==> config.mk <==
export PLATFORM = sky130hd
export DESIGN_NAME = instruction_fetch_arbiter
export DESIGN_NICKNAME = d
export VERILOG_FILES = /design/src/rtl/instruction_fetch_arbiter.sv
export SDC_FILE = /design/constraint.sdc
export NUM_CORES = 1
export LEC_CHECK = 0
export CELL_PAD_IN_SITES_DETAIL_PLACEMENT = 0
export CELL_PAD_IN_SITES_GLOBAL_PLACEMENT = 1
export CORE_MARGIN = 4
export CORE_UTILIZATION = 48
export DETAILED_ROUTE_END_ITERATION = 10
export DONT_BUFFER_PORTS = 1
export GPL_TIMING_DRIVEN = 0
export HOLD_SLACK_MARGIN = 0.08
export PLACE_DENSITY_LB_ADDON = 0.25
export SYNTH_ARGS = -nofsm -noshare
export SYNTH_HDL_FRONTEND = slang
export SYNTH_SLANG_ARGS = --single-unit
==> constraint.sdc <==
create_clock -name clk -period 9.18 [get_ports clk]
set_input_delay 1.836 -clock clk [delete_from_list [all_inputs] [get_ports clk]]
set_output_delay 1.836 -clock clk [all_outputs]
set_load 0.01 [all_outputs]
==> src/rtl/instruction_fetch_arbiter.sv <==
// instruction_fetch_arbiter
// Round-robin arbiter that shares one instruction-memory read channel among
// NUM_WARPS warp fetchers. Only one memory read is outstanding at a time, and
// each result goes back to its warp as a one-cycle ready pulse.
// Optional feature: define FETCH_ARB_LINE_BUFFER_EN to add a one-entry line
// buffer {valid, address, instruction}. A hit in the buffer skips memory, and
// flush invalidates the buffer.
module instruction_fetch_arbiter #(
  parameter int NUM_WARPS   = 4,
  parameter int ADDR_WIDTH  = 16,
  parameter int INSTR_WIDTH = 32
) (
  input  logic                            clk,
  input  logic                            reset,
  input  logic [NUM_WARPS-1:0]            fetch_req_valid,
  input  logic [NUM_WARPS*ADDR_WIDTH-1:0] fetch_req_address,
  output logic [NUM_WARPS-1:0]            fetch_req_ready,
  output logic [INSTR_WIDTH-1:0]          fetch_req_data,
  output logic                            mem_read_valid,
  output logic [ADDR_WIDTH-1:0]           mem_read_address,
  input  logic                            mem_read_ready,
  input  logic [INSTR_WIDTH-1:0]          mem_read_data,
  input  logic                            flush,
  output logic                            busy
);

  typedef enum logic [1:0] {
    IDLE,
    REQUEST,
    RESPOND
  } state_e;

  state_e                  state_q, state_d;
  logic [3:0]              rr_ptr_q, rr_ptr_d;
  logic [3:0]              grant_q, grant_d;
  logic [ADDR_WIDTH-1:0]   addr_q, addr_d;
  logic                    mem_valid_q, mem_valid_d;
  logic [NUM_WARPS-1:0]    ready_q, ready_d;
  logic [INSTR_WIDTH-1:0]  data_q, data_d;
  logic                    busy_q, busy_d;

  logic                    lb_valid_q, lb_valid_d;
  logic [ADDR_WIDTH-1:0]   lb_addr_q, lb_addr_d;
  logic [INSTR_WIDTH-1:0]  lb_data_q, lb_data_d;

  // Per-warp addresses are padded out to 16 entries so that a 4-bit warp index
  // can select any of them directly.
  logic [ADDR_WIDTH-1:0]   addr_arr [16];
  logic [15:0]             valid_pad;
  logic                    win_found;
  logic [3:0]              win_idx;
  logic [ADDR_WIDTH-1:0]   win_addr;
  logic                    lb_hit;

  for (genvar g = 0; g < 16; g++) begin : g_addr_arr
    if (g < NUM_WARPS) begin : g_used
      assign addr_arr[g] = fetch_req_address[g*ADDR_WIDTH +: ADDR_WIDTH];
    end else begin : g_pad
      assign addr_arr[g] = '0;
    end
  end

  assign valid_pad = 16'(fetch_req_valid);
  assign win_addr  = addr_arr[win_idx];

  function automatic logic [NUM_WARPS-1:0] warp_onehot(input logic [3:0] idx);
    logic [15:0] w;
    w = 16'(1) << idx;
    return w[NUM_WARPS-1:0];
  endfunction

  // Round-robin search: start at rr_ptr, wrap modulo NUM_WARPS, and pick the
  // first warp whose valid bit is set.
  always_comb begin
    logic [4:0] cand;
    win_found = 1'b0;
    win_idx   = '0;
    for (int unsigned i = 0; i < NUM_WARPS; i++) begin
      cand = {1'b0, rr_ptr_q} + 5'(i);
      if (cand >= 5'(NUM_WARPS)) begin
        cand = cand - 5'(NUM_WARPS);
      end
      if (!win_found && valid_pad[cand[3:0]]) begin
        win_found = 1'b1;
        win_idx   = cand[3:0];
      end
    end
  end

`ifdef FETCH_ARB_LINE_BUFFER_EN
  // A flush in the same cycle as the grant beats a stale hit.
  assign lb_hit = lb_valid_q && !flush && (lb_addr_q == win_addr);
`else
  logic unused_flush;
  assign unused_flush = flush;
  assign lb_hit       = 1'b0;
`endif

  // Next-state and registered-output logic for the fetch FSM and line buffer.
  always_comb begin
    state_d     = state_q;
    rr_ptr_d    = rr_ptr_q;
    grant_d     = grant_q;
    addr_d      = addr_q;
    mem_valid_d = mem_valid_q;
    ready_d     = '0;
    data_d      = data_q;
    lb_valid_d  = lb_valid_q;
    lb_addr_d   = lb_addr_q;
    lb_data_d   = lb_data_q;

    unique case (state_q)
      IDLE: begin
        if (win_found) begin
          grant_d  = win_idx;
          rr_ptr_d = (win_idx == 4'(NUM_WARPS - 1)) ? '0 : win_idx + 4'd1;
          addr_d   = win_addr;
          if (lb_hit) begin
            ready_d = warp_onehot(win_idx);
            data_d  = lb_data_q;
            state_d = RESPOND;
          end else begin
            mem_valid_d = 1'b1;
            state_d     = REQUEST;
          end
        end
      end
      REQUEST: begin
        if (mem_read_ready) begin
          mem_valid_d = 1'b0;
          data_d      = mem_read_data;
          ready_d     = warp_onehot(grant_q);
          state_d     = RESPOND;
`ifdef FETCH_ARB_LINE_BUFFER_EN
          lb_valid_d  = 1'b1;
          lb_addr_d   = addr_q;
          lb_data_d   = mem_read_data;
`endif
        end
      end
      RESPOND: begin
        state_d = IDLE;
      end
      default: begin
        state_d = IDLE;
      end
    endcase

`ifdef FETCH_ARB_LINE_BUFFER_EN
    // Flush drops any same-cycle buffer write, but the response is still
    // delivered to the warp.
    if (flush) begin
      lb_valid_d = 1'b0;
    end
`endif

    busy_d = (state_d != IDLE);
  end

  // State and output registers; asynchronous reset abandons any in-flight read.
  always_ff @(posedge clk or negedge reset) begin
    if (!reset) begin
      state_q     <= IDLE;
      rr_ptr_q    <= '0;
      grant_q     <= '0;
      addr_q      <= '0;
      mem_valid_q <= 1'b0;
      ready_q     <= '0;
      data_q      <= '0;
      busy_q      <= 1'b0;
      lb_valid_q  <= 1'b0;
      lb_addr_q   <= '0;
      lb_data_q   <= '0;
    end else begin
      state_q     <= state_d;
      rr_ptr_q    <= rr_ptr_d;
      grant_q     <= grant_d;
      addr_q      <= addr_d;
      mem_valid_q <= mem_valid_d;
      ready_q     <= ready_d;
      data_q      <= data_d;
      busy_q      <= busy_d;
      lb_valid_q  <= lb_valid_d;
      lb_addr_q   <= lb_addr_d;
      lb_data_q   <= lb_data_d;
    end
  end

  assign fetch_req_ready  = ready_q;
  assign fetch_req_data   = data_q;
  assign mem_read_valid   = mem_valid_q;
  assign mem_read_address = addr_q;
  assign busy             = busy_q;

endmodule

==> results of run 1 <==
-- worst min path at each step --
| stage | slack [ns] | from | to | cells after the start |
|---|---|---|---|---|
| global route | 0.52 | grant_q[1]$_DFFE_PN0P_ | fetch_req_ready[0]$_DFF_PN0_ | 1 |
| floorplan | 0.45 | grant_q[0]$_DFFE_PN0P_ | fetch_req_ready[2]$_DFF_PN0_ | 1 |
| detailed placement | 0.47 | grant_q[2]$_DFFE_PN0P_ | grant_q[2]$_DFFE_PN0P_ | 1 |
| global placement | 0.47 | grant_q[2]$_DFFE_PN0P_ | grant_q[2]$_DFFE_PN0P_ | 1 |
| CTS | 0.49 | grant_q[1]$_DFFE_PN0P_ | fetch_req_ready[0]$_DFF_PN0_ | 1 |
| finish | 0.49 | grant_q[1]$_DFFE_PN0P_ | fetch_req_ready[0]$_DFF_PN0_ | 1 |
-- where the power goes --
| part | switching [µW] | internal (µW) | leakage, µW |
|---|---|---|---|
| Clock | 112 | 161 | 0.000113 |
| Combinational | 429 | 394 | 0.000948 |
| Sequential | 148 | 409 | 0.000802 |
| Total | 688 | 963 | 0.00186 |
-- cells in the final DEF, fill, tap and decap left out, types with 2 or more instances in the layout --
master / instances
o221ai_1: 6
buf_6: 4
inv_1: 9
ha_1: 13
and2_1: 5
clkbuf_8: 15
nor2_1: 5
o211ai_1: 2
nand2b_1: 2
o221ai_2: 10
nand3_1: 3
dfrtp_1: 64
mux2i_1: 34
xor2_1: 2
o31ai_1: 2
a21oi_1: 3
clkbuf_1: 5
o21ai_0: 4
bufinv_16: 2
mux2_2: 5
nand2_1: 122
xnor2_1: 2
nand3b_1: 2
-- flip-flops by register name, summed over array words and instances (netlist names) --
name / cells
fetch_req_data: 32
mem_read_address: 16
fetch_req_ready: 4
grant_q: 4
rr_ptr_q: 4
state_q: 2
busy: 1
mem_read_valid: 1
-- metal layers --
| layer | vias to the layer above | track usage |
|---|---|---|
| li1 | 1200 | - |
| met3 | 13 | 0.07241 |
| met2 | 114 | 0.2781 |
| met1 | 1178 | 0.2199 |
| met5 | - | 0 |
| met4 | 0 | 0.07326 |
-- final cells by class --
cell class / instances / area, µm²
fillers: 633 / 3098
multi-input cells: 250 / 1679
flip-flops and latches: 64 / 1602
plain buffers: 19 / 183.9
clock buffers: 10 / 137.6
well taps: 96 / 120.1
clock inverters: 6 / 90.09
inverters: 9 / 33.78
-- cells in the mapped netlist (2+ instances only) --
cell type and number:
nand2_1 122, xnor2_1 2, nand3b_1 2, and2_1 5, a21oi_1 3, ha_1 13, clkbuf_1 5, xor2_1 2
inv_1 9, buf_6 4, nor2_1 5, mux2_2 5, o31ai_1 2, o211ai_1 2, nand3_1 3, mux2i_1 34
o221ai_2 10, o21ai_0 4, clkbuf_8 5, o221ai_1 6, dfrtp_1 64, nand2b_1 2
-- worst register-to-register path: cells and delay by family, from the launching register on --
family / cells / cell delay, ns
fa+ha+maj: 3 / 0.84
flops: 1 / 0.51
compound gates: 4 / 1.07
buf+inv: 2 / 0.38
simple gates: 3 / 0.43
mux: 1 / 0.26
-- logic make-up after synthesis --
kind of cell / count (synthesis) / share of synthesized area
adder cells (fa/ha/maj): 13 / 0.04650
buffers and inverters: 28 / 0.06223
AO/OA/AOI/OAI: 42 / 0.1166
XOR/XNOR: 4 / 0.01002
multiplexers: 41 / 0.1273
AND/OR/NAND/NOR: 150 / 0.1795
flip-flops: 64 / 0.4578
-- per-stage QoR --
stage	setup slack (ns)	utilization	power [µW]	hold WS, ns
2_1_floorplan	5.477	-	1232	0.4485
3_3_place_gp	5.367	0.5211	1376	0.4702
3_5_place_dp	5.348	0.5211	1393	0.4722
4_1_cts	5.579	0.5539	1676	0.4922
5_1_grt	5.362	0.5539	1791	0.5156
6_report	5.590	0.5539	1652	0.4890
==> reports/qor.csv, run 1 <==
stage,metric,value,unit
outcome,status,"complete, no violations",
global_route,first-pass GRT wire length,12230,µm
logic_synthesis,yosys warns,0,
layout,Syn-to-layout area delta,9.943,%
critical_path,Worst Path Required,9.39,ns
die,Core Area,6944,µm²
critical_path,crit-path max FO,10,
critical_path,cell family with most CP delay,compound AO/OA/AOI/OAI gates,
job,maxcap violations,0,
logic_synthesis,Post-Syn Area,3498,µm²
drt,DRC Markers,0,
drt,met2 wire length,3721,µm
die,io pins,158,
critical_path,worst setup path start,rr_ptr_q[1]$_DFFE_PN0P_,
critical_path,element type at the critical path start,flip-flop,
critical_path,R2R setup slack,5.59,ns
drt,DR top layer,met4,
logic_synthesis,Yosys top cell area share,0.4578,
drt,Via density,5.518,
layout,Layout Cells excl Fill,454,
global_route,antenna violations before repair,0,
critical_path,Worst path max stage delay,0.51,ns
layout,antenna diode count,0,
logic_synthesis,syn_area_per_cell,10.23,µm²
placed_design,placed insts,438,
die,die width,93.37,µm
die,FP Rows,30,
clocking,Worst-path clk slew,0.07,ns
clocking,TritonCTS clock tree,done,
global_route,grt ovf,0,
sta,part of the cycle the worst path needs,0.3910,
clocking,CTS max path bufs,2,
logic_synthesis,Area contributors post-synth,"dfrtp_1 (46%), nand2_1 (13%), mux2i_1 (9.7%), ha_1 (4.6%), o221ai_2 (4.3%)",
drt,drt total wl,7835,µm
logic_synthesis,synthesized net count,459,
layout,"final std cell area, no fill",3846,µm²
clocking,# clock sinks,64,
critical_path,slowest CP cell,dfrtp_1,
drt,post-route ant nets,0,
critical_path,crit path DAT,3.80,ns
critical_path,CP endpoint kind,flip-flop,
sta,RSZ-0062 raised after global routing,false,
drt,met3 routed WL,842,µm
power_and_ir_drop,PwrDens,429.5,nW/µm²
drt,DR vias,2505,
sta,final worst path period need,3.590,ns
clocking,clk_lat worst skew,0.33,ns
sta,skew final,0.01165,ns
clocking,CTS H-tree lvls,3,
die,Initial Utilization,0.5038,
layout,nets,470,
placed_design,hpwl dp,5846,µm
critical_path,Crit Path Class,reg -> reg,
power_and_ir_drop,worst vdd ir,0.1776,mV
clocking,CTS Buf Count,9,
critical_path,FF-to-FF Start,rr_ptr_q[1]$_DFFE_PN0P_,
logic_synthesis,Unique masters post-synth,55,
layout,layout cells sized above 1,0.1425,
drt,M1 WL,3133,µm
global_route,Tot GR Track Use,0.1787,
placed_design,placed cell area,3618,µm²
critical_path,"Buf+Inv Stages, Crit Path",2,
logic_synthesis,Post-synth ARST share,1.000,
critical_path,crit-path cells,"ha_1, a21bo_2, and2_1, ha_1, and2b_2, a311oi_1, a311oi_2, o32a_1, nand3_1, buf_4, buf_6, ha_1, mux2_2",
clocking,# Post-CTS Setup Buffers,0,
logic_synthesis,post-synthesis register bit count,64,
sta,max-slew violations,0,
logic_synthesis,Post-Syn Instances,342,
critical_path,Setup crit end,rr_ptr_q[1]$_DFFE_PN0P_,
power_and_ir_drop,Lkg Pwr,0.001863,µW
clocking,hold_buf cts,0,
die,die area,8718,µm²
sta,fmax,0.2786,GHz
critical_path,Crit. path cell count,13,
critical_path,FF-to-FF End,rr_ptr_q[1]$_DFFE_PN0P_,
clocking,Root Buffer Master,clkbuf_8,
sta,worst slew pin tran,0.5592,ns
placed_design,Port Buffers,0,
drt,wire per inst,17.26,µm
drt,DR iter-0 viols,71,
die,Die H,93.37,µm
critical_path,Worst R2R Path Depth,13,
logic_synthesis,"Seq/Total Area, Yosys",0.4578,
sta,Final Hold Vio Count,0,
sta,count of final setup violators,0,
global_route,vias in the first global route,2503,
sta,Max-Slew Margin vs Limit,0.6175,
logic_synthesis,"Top FF cell, synth",dfrtp_1,
drt,First-pass DRT Iterations,5,
hold_path,Hold Crit Class,reg -> reg,
clocking,PostCTS Resize Cnt,0,
placed_design,gpl congestion,0.8004,
sta,TNS Setup,0,ns
logic_synthesis,post-synth top area cell,dfrtp_1,
global_route,largest net degree at the start of global routing,65,
logic_synthesis,Post-synth EDFFs,0,
critical_path,most frequent CP cell,ha_1,
Power figures use the tool's default switching activity.
==> run 2: changes to the inputs <==
--- a/config.mk
+++ b/config.mk
@@ -5,10 +5,11 @@
 export SDC_FILE = /design/constraint.sdc
 export NUM_CORES = 1
 export LEC_CHECK = 0
+export ABC_AREA = 1
 export CELL_PAD_IN_SITES_DETAIL_PLACEMENT = 0
 export CELL_PAD_IN_SITES_GLOBAL_PLACEMENT = 1
 export CORE_MARGIN = 4
-export CORE_UTILIZATION = 48
+export CORE_UTILIZATION = 44
 export DETAILED_ROUTE_END_ITERATION = 10
 export DONT_BUFFER_PORTS = 1
 export GPL_TIMING_DRIVEN = 0
==> constraint.sdc (replaced) <==
create_clock -name clk -period 3.62 [get_ports clk]
set_input_delay 0.724 -clock clk [delete_from_list [all_inputs] [get_ports clk]]
set_output_delay 0.724 -clock clk [all_outputs]
set_load 0.01 [all_outputs]
==> run 2 against run 1 <==
Against the previous run: combinational power down 91%; largest cell class unchanged; worst hold slack lost 0.22 ns; critical endpoint unchanged; critical path type unchanged; global-route usage increased by 0.73 points; sequential power up 40%; register-to-register slack got worse by 5.0 ns; clock power increased by 120%.
==> reports/qor.csv, run 2 <==
stage,metric,value,unit,change
outcome,status,"complete, no violations",,
critical_path,FF-to-FF Start,rr_ptr_q[1]$_DFFE_PN0P_,,
logic_synthesis,syn_area_per_cell,7.260,µm²,-29%
logic_synthesis,post-synth top area cell,dfrtp_1,,
drt,DR iter-0 viols,71,,unchanged
critical_path,crit-path max FO,9,,-1
job,maxcap violations,0,,unchanged
placed_design,gpl congestion,0.7920,,-1.0%
hold_path,Hold Crit Class,in -> async,,
sta,hold_ws,0.2651,ns,-0.2239 ns
global_route,Tot GR Track Use,0.1860,,+0.007346
die,die width,100.4,µm,+7.5%
sta,part of the cycle the worst path needs,0.8409,,+0.4498
critical_path,"Buf+Inv Stages, Crit Path",5,,+3
power_and_ir_drop,overall power,1456,µW,-12%
die,die area,10070,µm²,+16%
global_route,first-pass GRT wire length,14840,µm,+21%
logic_synthesis,Unique masters post-synth,32,,-42%
logic_synthesis,"Seq/Total Area, Yosys",0.4267,,-0.03113
logic_synthesis,most common cell in the netlist,nand2_1,,
drt,DR vias,3137,,+25%
power_and_ir_drop,PwrDens,354.2,nW/µm²,-18%
logic_synthesis,Area contributors post-synth,"dfrtp_1 (43%), nand2_1 (24%), nand3_1 (7.5%), inv_1 (6.5%), ha_1 (4.3%)",,
logic_synthesis,post-synthesis register bit count,64,,unchanged
clocking,clk_lat worst skew,0.33,ns,about the same
sta,Final Hold Vio Count,0,,unchanged
clocking,CTS Buf Count,9,,unchanged
drt,Via density,4.909,,-11%
sta,skew final,0.006276,ns,-0.005375 ns
critical_path,Worst R2R Path Depth,19,,+6
clocking,CTS max path bufs,2,,unchanged
sta,setup ws final,0.5761,ns,-5.014 ns
clocking,Worst-path clk slew,0.07,ns,about the same
die,FP Rows,33,,+10%
logic_synthesis,yosys warns,0,,unchanged
sta,final worst path period need,3.044,ns,-0.5458 ns
clocking,TritonCTS clock tree,done,,
die,Die H,100.4,µm,+7.5%
power_and_ir_drop,worst vdd ir,0.1640,mV,-7.7%
clocking,# clock sinks,64,,unchanged
die,io pins,158,,unchanged
layout,nets,646,,+37%
power_and_ir_drop,Lkg Pwr,0.002421,µW,+30%
logic_synthesis,"Top FF cell, synth",dfrtp_1,,
clocking,PostCTS Resize Cnt,0,,unchanged
sta,worst slew pin tran,0.4835,ns,-0.07569 ns
placed_design,hpwl dp,7036,µm,+20%
logic_synthesis,Synth top cells by count,"nand2_1 (240), inv_1 (65), dfrtp_1 (64)",,
power_and_ir_drop,cell internal pwr,1108,µW,+15%
critical_path,Crit Path Class,reg -> reg,,
logic_synthesis,synthesized net count,634,,+38%
power_and_ir_drop,combinational power share,0.050,,-0.448
layout,antenna diode count,0,,unchanged
critical_path,element type at the critical path start,flip-flop,,
global_route,antenna violations before repair,0,,unchanged
layout,max reg flops,32,,unchanged
clocking,CTS H-tree lvls,3,,unchanged
layout,"final std cell area, no fill",4110,µm²,+6.9%
logic_synthesis,Yosys top cell area share,0.4267,,-0.03113
global_route,largest net degree at the start of global routing,65,,unchanged
drt,DRC Markers,0,,unchanged
critical_path,Worst path max stage delay,0.54,ns,+0.03 ns
critical_path,cell family with most CP delay,simple AND/OR/NAND/NOR gates,,
power_and_ir_drop,Flop pwr share,0.536,,+0.199
die,Core Area,8258,µm²,+19%
sta,Max-Slew Margin vs Limit,0.6776,,+0.06010
power_and_ir_drop,Clock power frac,0.415,,+0.250
sta,TNS Setup,0,ns,unchanged
clocking,Root Buffer Master,clkbuf_8,,
sta,count of final setup violators,0,,unchanged
global_route,vias in the first global route,3096,,+24%
power_and_ir_drop,NetSw,347.5,µW,-50%
layout,Syn-to-layout area delta,9.500,%,
power_and_ir_drop,Sw Ratio,0.2387,,-0.1780
logic_synthesis,Post-synth EDFFs,0,,unchanged
logic_synthesis,Post-synth ARST share,1.000,,unchanged
critical_path,slowest CP cell,dfrtp_1,,
logic_synthesis,Post-Syn Area,3754,µm²,+7.3%
sta,max-slew violations,0,,unchanged
layout,"commonest non-fill, non-tap cell in the layout",nand2_1,,
critical_path,Setup crit end,rr_ptr_q[1]$_DFFE_PN0P_,,
global_route,grt ovf,0,,unchanged
sta,fmax,0.3285,GHz,+18%
drt,drt total wl,9061,µm,+16%
critical_path,crit-path cells,"inv_1, ha_1, nand2_1, nand3_1, and2_1, ha_1, nand3_1, inv_1, nor2_1, nand2_1, inv_1, nand4_1, inv_1, nand2_1, nand2_4, inv_6, ha_1, nand2_1, o21ai_0",,
critical_path,FF-to-FF End,rr_ptr_q[1]$_DFFE_PN0P_,,
critical_path,CP endpoint kind,flip-flop,,
critical_path,Crit. path cell count,19,,+6
critical_path,Worst Path Required,3.83,ns,-5.56 ns
logic_synthesis,Post-Syn Instances,517,,+51%
die,Initial Utilization,0.4545,,-0.04924
layout,"commonest non-fill, non-tap cells in the layout","nand2_1 (240), inv_1 (65), dfrtp_1 (64), nand3_1 (56), ha_1 (13)",,
drt,wire per inst,14.18,µm,-18%
placed_design,Port Buffers,0,,unchanged
critical_path,crit path DAT,3.25,ns,-0.55 ns
critical_path,R2R setup slack,0.58,ns,-5.01 ns
layout,layout cells sized above 1,0.1105,,-0.03197
drt,post-route ant nets,0,,unchanged
sta,RSZ-0062 raised after global routing,false,,
critical_path,worst setup path start,rr_ptr_q[1]$_DFFE_PN0P_,,
placed_design,placed cell area,3885,µm²,+7.4%
placed_design,post-place setup slack,0.5623,ns,-4.785 ns
drt,First-pass DRT Iterations,4,,-1
==> run 2: layout make-up <==
class	instances	area, µm²
Fill cell	827	4148
Multi-Input combinational cell	364	1774
Sequential cell	64	1602
Inverter	73	286.5
Clock buffer	11	141.4
Tap cell	105	131.4
Buffer	16	91.34
Clock inverter	5	56.30
Timing Repair Buffer	1	27.53
==> run 2: per-stage QoR <==
step / util / cells
after floorplan: - / 517
after global placement: 0.4705 / 622
after detailed placement: 0.4705 / 622
after global routing: 0.4977 / 639
after CTS: 0.4977 / 639
final: 0.4977 / 639
==> run 2: cell families after synthesis <==
logic type               Yosys count  synth area share
flip-flops                        64            0.4267
AND/OR/NAND/NOR                  339            0.4077
buffers and inverters             89            0.1007
AO/OA/AOI/OAI                     12           0.02166
adder cells (fa/ha/maj)           13           0.04333
==> run 2: how the worst min path moves through the flow <==
| stage | endpoint | cells past startpoint |
|---|---|---|
| detailed placement | fetch_req_data[13]$_DFFE_PN0P_ | 0 |
| floorplan | busy$_DFF_PN0_ | 0 |
| finish | fetch_req_data[17]$_DFFE_PN0P_ | 1 |
| global placement | fetch_req_data[19]$_DFFE_PN0P_ | 0 |
| global route | fetch_req_data[17]$_DFFE_PN0P_ | 1 |
| CTS | fetch_req_data[13]$_DFFE_PN0P_ | 1 |
==> run 2: what timing repair did <==
item	CTS	global route
endpoints found under the hold margin	64	0
hold buffers	1	0
setup endpoints to repair	0	0
setup buffers	0	0
==> run 2: worst register-to-register path, stage by stage, from the launching register on <==
cell	delay (ns)
dfrtp_1	0.54
inv_1	0.22
ha_1	0.27
nand2_1	0.09
nand3_1	0.09
and2_1	0.18
ha_1	0.26
nand3_1	0.08
inv_1	0.04
nor2_1	0.09
nand2_1	0.10
inv_1	0.07
nand4_1	0.10
inv_1	0.07
nand2_1	0.07
nand2_4	0.17
inv_6	0.08
ha_1	0.27
nand2_1	0.06
o21ai_0	0.07
==> run 2: power groups by stage <==
| stage | clock [µW] | combinational, µW | sequential (µW) |
|---|---|---|---|
| floorplan | 0 | 48.2 | 787 |
| global placement | 0 | 54.1 | 793 |
| detailed placement | 0 | 56.8 | 795 |
| CTS | 625 | 74.8 | 781 |
| global route | 658 | 87.6 | 783 |
| finish | 604 | 72.2 | 780 |
==> run 2: routing by layer <==
metal	part of all wire	GRT usage	vias up	wire length, µm
met1	0.41	0.2254	1436	3720
met4	0.0058	0.03523	0	53
met5	0	0	-	0
met2	0.50	0.3186	97	4563
li1	-	-	1598	-
met3	0.080	0.06949	6	724
